$ cat config.mk
export PLATFORM = sky130hd
export DESIGN_NAME = instr_fetch_unit_flat
export DESIGN_NICKNAME = d
export VERILOG_FILES = /design/src/rtl/instr_fetch_unit_if.sv /design/src/rtl/instr_fetch_unit.sv /design/src/flat_wrapper.sv
export SDC_FILE = /design/constraint.sdc
export NUM_CORES = 1
export LEC_CHECK = 0
export CORE_MARGIN = 3
export CORE_UTILIZATION = 57
export CTS_BUF_LIST = sky130_fd_sc_hd__clkbuf_8
export DETAILED_ROUTE_END_ITERATION = 8
export PLACE_DENSITY = 0.95
export SKIP_CTS_REPAIR_TIMING = 1
export SLEW_MARGIN = 20
export SYNTH_ARGS = -nofsm -noshare
export SYNTH_HDL_FRONTEND = slang
export SYNTH_SLANG_ARGS = --single-unit
$ cat constraint.sdc
create_clock -name clk -period 5.49 [get_ports clk]
set_input_delay 0.8235 -clock clk [delete_from_list [all_inputs] [get_ports clk]]
set_output_delay 0.8235 -clock clk [all_outputs]
set_load 0.1 [all_outputs]
$ cat src/rtl/instr_fetch_unit_if.sv
// rtl/instr_fetch_unit_if.sv - instruction fetch bus: imem request/response, redirect/stall, IF/ID head
interface instr_fetch_unit_if;
  logic        imem_req_valid;
  logic        imem_req_ready;
  logic [31:0] imem_req_addr;
  logic        imem_resp_valid;
  logic [31:0] imem_resp_data;
  logic        redirect_valid;
  logic [31:0] redirect_pc;
  logic        stall;
  logic        if_valid;
  logic [31:0] if_pc;
  logic [31:0] if_instr;

  modport master (
    output imem_req_valid, imem_req_addr, if_valid, if_pc, if_instr,
    input  imem_req_ready, imem_resp_valid, imem_resp_data,
           redirect_valid, redirect_pc, stall
  );

  modport slave (
    input  imem_req_valid, imem_req_addr, if_valid, if_pc, if_instr,
    output imem_req_ready, imem_resp_valid, imem_resp_data,
           redirect_valid, redirect_pc, stall
  );
endinterface

$ cat src/rtl/instr_fetch_unit.sv
// rtl/instr_fetch_unit.sv - in-order instruction fetch with a small fetch buffer and redirect discard
module instr_fetch_unit #(
  parameter logic [31:0] RESET_PC  = 32'h0000_0000,
  parameter int          BUF_DEPTH = 2
) (
  input  logic                   clk,
  input  logic                   rst,
  instr_fetch_unit_if.master     bus
);
  localparam int PW = $clog2(BUF_DEPTH);
  localparam int CW = PW + 1;

  logic [31:0]   r_fetch_pc;
  logic [31:0]   r_pc    [BUF_DEPTH];
  logic [31:0]   r_instr [BUF_DEPTH];
  logic [PW-1:0] r_head;
  logic [PW-1:0] r_tail;
  logic [CW-1:0] r_count;
  logic [CW-1:0] r_nfilled;
  logic [7:0]    r_discard;

  logic          w_free;
  logic          w_req_valid;
  logic          w_accept;
  logic          w_dropping;
  logic          w_fill;
  logic          w_drop;
  logic          w_if_valid;
  logic          w_deq;
  logic [PW-1:0] w_fill_idx;
  logic [CW-1:0] w_outstanding;
  logic [CW-1:0] w_remaining;

  // Filled entries are always a contiguous run starting at the head, so a count suffices.
  assign w_free        = r_count < CW'(BUF_DEPTH);
  assign w_req_valid   = w_free && !rst && !bus.redirect_valid;
  assign w_accept      = w_req_valid && bus.imem_req_ready;
  assign w_dropping    = r_discard != 8'd0;
  assign w_outstanding = r_count - r_nfilled;
  assign w_fill        = bus.imem_resp_valid && !rst && !w_dropping && (w_outstanding != '0);
  assign w_drop        = bus.imem_resp_valid && !rst && w_dropping;
  assign w_if_valid    = !rst && (r_nfilled != '0);
  assign w_deq         = w_if_valid && !bus.stall && !bus.redirect_valid;
  assign w_fill_idx    = r_head + r_nfilled[PW-1:0];
  assign w_remaining   = w_outstanding - CW'(w_fill);

  always_ff @(posedge clk) begin
    if (rst) begin
      r_fetch_pc <= RESET_PC & 32'hFFFF_FFFC;
      r_head     <= '0;
      r_tail     <= '0;
      r_count    <= '0;
      r_nfilled  <= '0;
      r_discard  <= 8'd0;
    end else if (bus.redirect_valid) begin
      // Responses still owed for older redirects stay in the discard count.
      r_fetch_pc <= bus.redirect_pc & 32'hFFFF_FFFC;
      r_head     <= '0;
      r_tail     <= '0;
      r_count    <= '0;
      r_nfilled  <= '0;
      r_discard  <= r_discard - 8'(w_drop) + 8'(w_remaining);
    end else begin
      if (w_accept) begin
        r_tail     <= r_tail + 1'b1;
        r_fetch_pc <= r_fetch_pc + 32'd4;
      end
      if (w_deq) begin
        r_head <= r_head + 1'b1;
      end
      r_count   <= r_count + CW'(w_accept) - CW'(w_deq);
      r_nfilled <= r_nfilled + CW'(w_fill) - CW'(w_deq);
      if (w_drop) begin
        r_discard <= r_discard - 8'd1;
      end
    end
  end

  always_ff @(posedge clk) begin
    if (w_accept) begin
      r_pc[r_tail] <= r_fetch_pc;
    end
    if (w_fill) begin
      r_instr[w_fill_idx] <= bus.imem_resp_data;
    end
  end

  assign bus.imem_req_valid = w_req_valid;
  assign bus.imem_req_addr  = r_fetch_pc;
  assign bus.if_valid       = w_if_valid;
  assign bus.if_pc          = w_if_valid ? r_pc[r_head]    : 32'h0;
  assign bus.if_instr       = w_if_valid ? r_instr[r_head] : 32'h0;
endmodule

$ cat src/flat_wrapper.sv
// flat-port wrapper written by rule: the top's interface ports become plain ports
module instr_fetch_unit_flat 
#(
  parameter logic [31:0] RESET_PC  = 32'h0000_0000,
  parameter int          BUF_DEPTH = 2
)
  (clk, rst, bus_imem_req_valid, bus_imem_req_addr, bus_if_valid, bus_if_pc, bus_if_instr, bus_imem_req_ready, bus_imem_resp_valid, bus_imem_resp_data, bus_redirect_valid, bus_redirect_pc, bus_stall);
  instr_fetch_unit_if bus_i ();
  input  logic clk;
  input  logic rst;
  output wire logic [$bits(bus_i.imem_req_valid)-1:0] bus_imem_req_valid;
  output wire logic [$bits(bus_i.imem_req_addr)-1:0] bus_imem_req_addr;
  output wire logic [$bits(bus_i.if_valid)-1:0] bus_if_valid;
  output wire logic [$bits(bus_i.if_pc)-1:0] bus_if_pc;
  output wire logic [$bits(bus_i.if_instr)-1:0] bus_if_instr;
  input wire logic [$bits(bus_i.imem_req_ready)-1:0] bus_imem_req_ready;
  input wire logic [$bits(bus_i.imem_resp_valid)-1:0] bus_imem_resp_valid;
  input wire logic [$bits(bus_i.imem_resp_data)-1:0] bus_imem_resp_data;
  input wire logic [$bits(bus_i.redirect_valid)-1:0] bus_redirect_valid;
  input wire logic [$bits(bus_i.redirect_pc)-1:0] bus_redirect_pc;
  input wire logic [$bits(bus_i.stall)-1:0] bus_stall;
  assign bus_imem_req_valid = bus_i.imem_req_valid;
  assign bus_imem_req_addr = bus_i.imem_req_addr;
  assign bus_if_valid = bus_i.if_valid;
  assign bus_if_pc = bus_i.if_pc;
  assign bus_if_instr = bus_i.if_instr;
  assign bus_i.imem_req_ready = bus_imem_req_ready;
  assign bus_i.imem_resp_valid = bus_imem_resp_valid;
  assign bus_i.imem_resp_data = bus_imem_resp_data;
  assign bus_i.redirect_valid = bus_redirect_valid;
  assign bus_i.redirect_pc = bus_redirect_pc;
  assign bus_i.stall = bus_stall;
  instr_fetch_unit #(.RESET_PC(RESET_PC), .BUF_DEPTH(BUF_DEPTH)) u_core (.clk(clk), .rst(rst), .bus(bus_i));
endmodule
==> flow_metrics.py <==
metrics = {
    "outcome": {
        "status": "complete, no violations",
    },
    "power": {
        "max-vdd-ir-drop_mv": 0.200,
        "pwr_density_cell_mw_per_mm2": 294,
        "p_leak_nw": 3.49,
        "power_w": 0.00288,
    },
    "critical_path": {
        "path_depth": 5,
        "r2r_cells": 15,
        "max_stage_delay_ns": 0.68,
        "worstPathCellList": "clkdlybuf4s50_1 -> buf_4 -> or2_4 -> nor2_1 -> buf_4",
        "critPathKind": "in -> out",
        "reg2reg_slack_ns": 1.97,
        "cp_data_required_time_ns": 4.67,
        "startpoint": "rst",
        "r2r_end": "u_core.r_discard[6]$_SDFFE_PP0P_",
        "crit_path_start_kind": "input pin",
        "slowest_stage": "or2_4",
        "cp-endpoint": "bus_if_instr[4]",
        "path_delay_family": "buffers and inverters",
        "setup.worst_path.end_class": "output pin",
        "cp.arrival_ns": 2.92,
        "cp_max_fo": 63,
        "crit_top_cell": "buf_4",
        "worst-path-buf-inv": 3,
        "rr_startpoint": "u_core.r_nfilled[0]$_SDFF_PP0_",
    },
    "synthesis": {
        "synth.distinct_cells": 59,
        "synth.most_common_cell": "edfxtp_1",
        "synth.avg_cell_area_um2": 12.0,
        "synthFlopType": "edfxtp_1",
        "async_flop_share_pct": 0,
        "syn_area_mm2": 0.00785,
        "synth_seq_cells": 169,
        "yosysTopAreaCell": "edfxtp_1",
        "synth_top_area_share_pct": 47.4,
        "syn_inst": 654,
        "yosys-top-cells-count": "124 x edfxtp_1, 100 x nor2_1, 64 x mux2i_1",
        "synth.area.top_cells": "edfxtp_1 47%, dfxtp_1 11%, mux2i_1 8.2%",
        "ys_seq_area_share_pct": 58.9,
        "ys_warn_count": 0,
        "synth_edf_count": 124,
    },
    "clock_network": {
        "cts.path.max_buffers": 2,
        "clockRootBuffer": "clkbuf_8",
        "htreeDepth": 4,
        "cts.reportedPaths.clkPinSlew_ns": 0.09,
        "clk_latency_ns": 0.45,
        "cts_buffers": 17,
        "cts.sinks": 169,
        "tritoncts": "yes",
    },
    "sta": {
        "fin_tns_setup_ns": 0,
        "slew_violations": 0,
        "relSlewSlack_pct": 26.8,
        "setup_viol": 0,
        "max_slew.worst_pin.slew_ns": 1.10,
        "max_clock_freq_ghz": 0.267,
        "min_period_over_period_pct": 68.1,
        "rsz0062_at_grt": "false",
        "min_period_ns": 3.74,
        "clock_skew_ns": 0.00962,
        "hold_violations": 0,
    },
    "global_routing": {
        "first_global_vias": 5830,
        "grt_pass1_wl_mm": 29.7,
        "grt_antenna_before_repair": 0,
        "gr-total-overflow": 0,
        "grt_max_degree": 64,
        "grt_usage_pct": 25.4,
    },
    "drt": {
        "antenna_left": 0,
        "wire_per_inst_um": 19.4,
        "drc": 0,
        "first_pass_iters": 5,
        "drtIter0Drc": 664,
        "detail_route.vias_per_cell": 5.91,
        "totalWireLength_mm": 19.4,
        "vias": 5897,
    },
    "layout": {
        "nNetsFinal": 903,
        "syn_to_final_growth_pct": 24.9,
        "antennaDiodeCount": 0,
        "n_fill_cell": 792,
        "drive_gt1_share_pct": 14.7,
    },
    "die": {
        "fp.coreArea_mm2": 0.0133,
        "initial_utilization_pct": 58.8,
        "ios": 168,
        "rows": 42,
        "die_area_mm2": 0.0152,
        "die_x_um": 123,
        "die_h_um": 123,
    },
    "placement": {
        "finalWeightedCongestion": 0.871,
        "io_buffers": 161,
        "dpl.hpwl_mm": 13.0,
    },
    "run": {
        "drv_cap": 0,
    },
    "hold_path": {
        "hold_path.class": "reg -> reg",
    },
}
[cell type report]
| cell class | count | area [µm²] | area share, % |
|---|---|---|---|
| Inverter | 29 | 109 | 1.11 |
| Clock buffer | 17 | 234 | 2.39 |
| Multi-Input combinational cell | 423 | 2980 | 30.4 |
| Sequential cell | 169 | 4630 | 47.2 |
| Timing Repair Buffer | 168 | 1500 | 15.3 |
| Clock inverter | 15 | 128 | 1.30 |
| Tap cell | 176 | 220 | 2.25 |
[metal layers]
layer	GRT usage, %	up-vias	routed length (µm)	part of all wire (%)
li1	-	2677	-	-
met1	30.4	2838	7180	37
met2	44.0	319	9990	52
met3	5.26	63	1430	7.4
met4	12.0	0	749	3.9
met5	0	-	0	0
[where the power goes]
part / switching, W / leakage, nW / internal [W]
Combinational: 0.000364 / 1.82 / 0.000239
Clock: 0.000454 / 0.173 / 0.000357
Sequential: 0.0000524 / 1.49 / 0.00141
[kinds of logic (layout without fill, tap and decap cells)]
group                      after synthesis  count (layout)  share of synthesized area (%)
AOI/OAI and AO/OA                       63              63                           5.37
xor gates and xnor gates                34              34                           3.79
adders and majority gates               25              25                           4.08
buffers and inverters                   65             229                           3.36
DFF                                    169             169                           58.9
muxes                                   65              65                           8.30
other                                    1               4                         0.0478
and+or+nand+nor                        232             232                           16.1
[registers in the layout, summed over array words and instances (netlist names), named ones only]
name,count
u_core.r_pc,60
u_core.r_instr,64
u_core.bus.imem_req_addr,30
u_core.r_nfilled,2
u_core.r_head,1
u_core.r_discard,8
u_core.r_tail,1
u_core.r_count,2
[worst min path at each step]
| stage | from | to | slack (ns) | depth (start not counted) |
|---|---|---|---|---|
| floorplan | u_core.r_tail$_SDFFE_PP0P_ | u_core.r_tail$_SDFFE_PP0P_ | 0.50 | 2 |
| global placement | u_core.r_head$_SDFFE_PP0P_ | flop | 0.51 | 2 |
| detailed placement | u_core.bus.imem_req_addr[15]$_SDFFE_PP0P_ | u_core.r_pc[1][15]$_DFFE_PP_ | 0.53 | 0 |
| CTS | u_core.bus.imem_req_addr[15]$_SDFFE_PP0P_ | u_core.r_pc[1][15]$_DFFE_PP_ | 0.54 | 0 |
| global route | u_core.bus.imem_req_addr[15]$_SDFFE_PP0P_ | u_core.r_pc[1][15]$_DFFE_PP_ | 0.56 | 0 |
| finish | u_core.bus.imem_req_addr[15]$_SDFFE_PP0P_ | u_core.r_pc[1][15]$_DFFE_PP_ | 0.54 | 0 |
[layout by cell type (no fill, tap or decap), drive strengths merged, types with 9 or more instances in the layout]
master	synthesis	layout
ha	24	24
dfxtp	45	45
a211oi	13	13
clkdlybuf4s50	0	97
a21oi	23	23
nand3	13	13
clkbuf	26	17
inv	28	32
buf	10	71
and3	12	12
edfxtp	124	124
xor2	9	9
nand4	14	14
mux2i	64	64
nor4	10	10
nor3	11	11
nor2	100	100
xnor2	25	25
nand2	30	30
[per-stage QoR]
step | utilization (%) | worst slack, ns | instances | hold WS, ns | cell area (µm²)
after floorplan | - | 1.75 | 657 | 0.498 | 7860
after global placement | 70.7 | 1.48 | 965 | 0.510 | 9440
after detailed placement | 70.7 | 1.40 | 965 | 0.528 | 9440
after CTS | 73.4 | 1.38 | 997 | 0.536 | 9800
after global routing | 73.5 | 1.64 | 997 | 0.559 | 9810
final | 73.5 | 1.75 | 997 | 0.539 | 9810
Note: power is estimated with default switching activity, not from simulation.
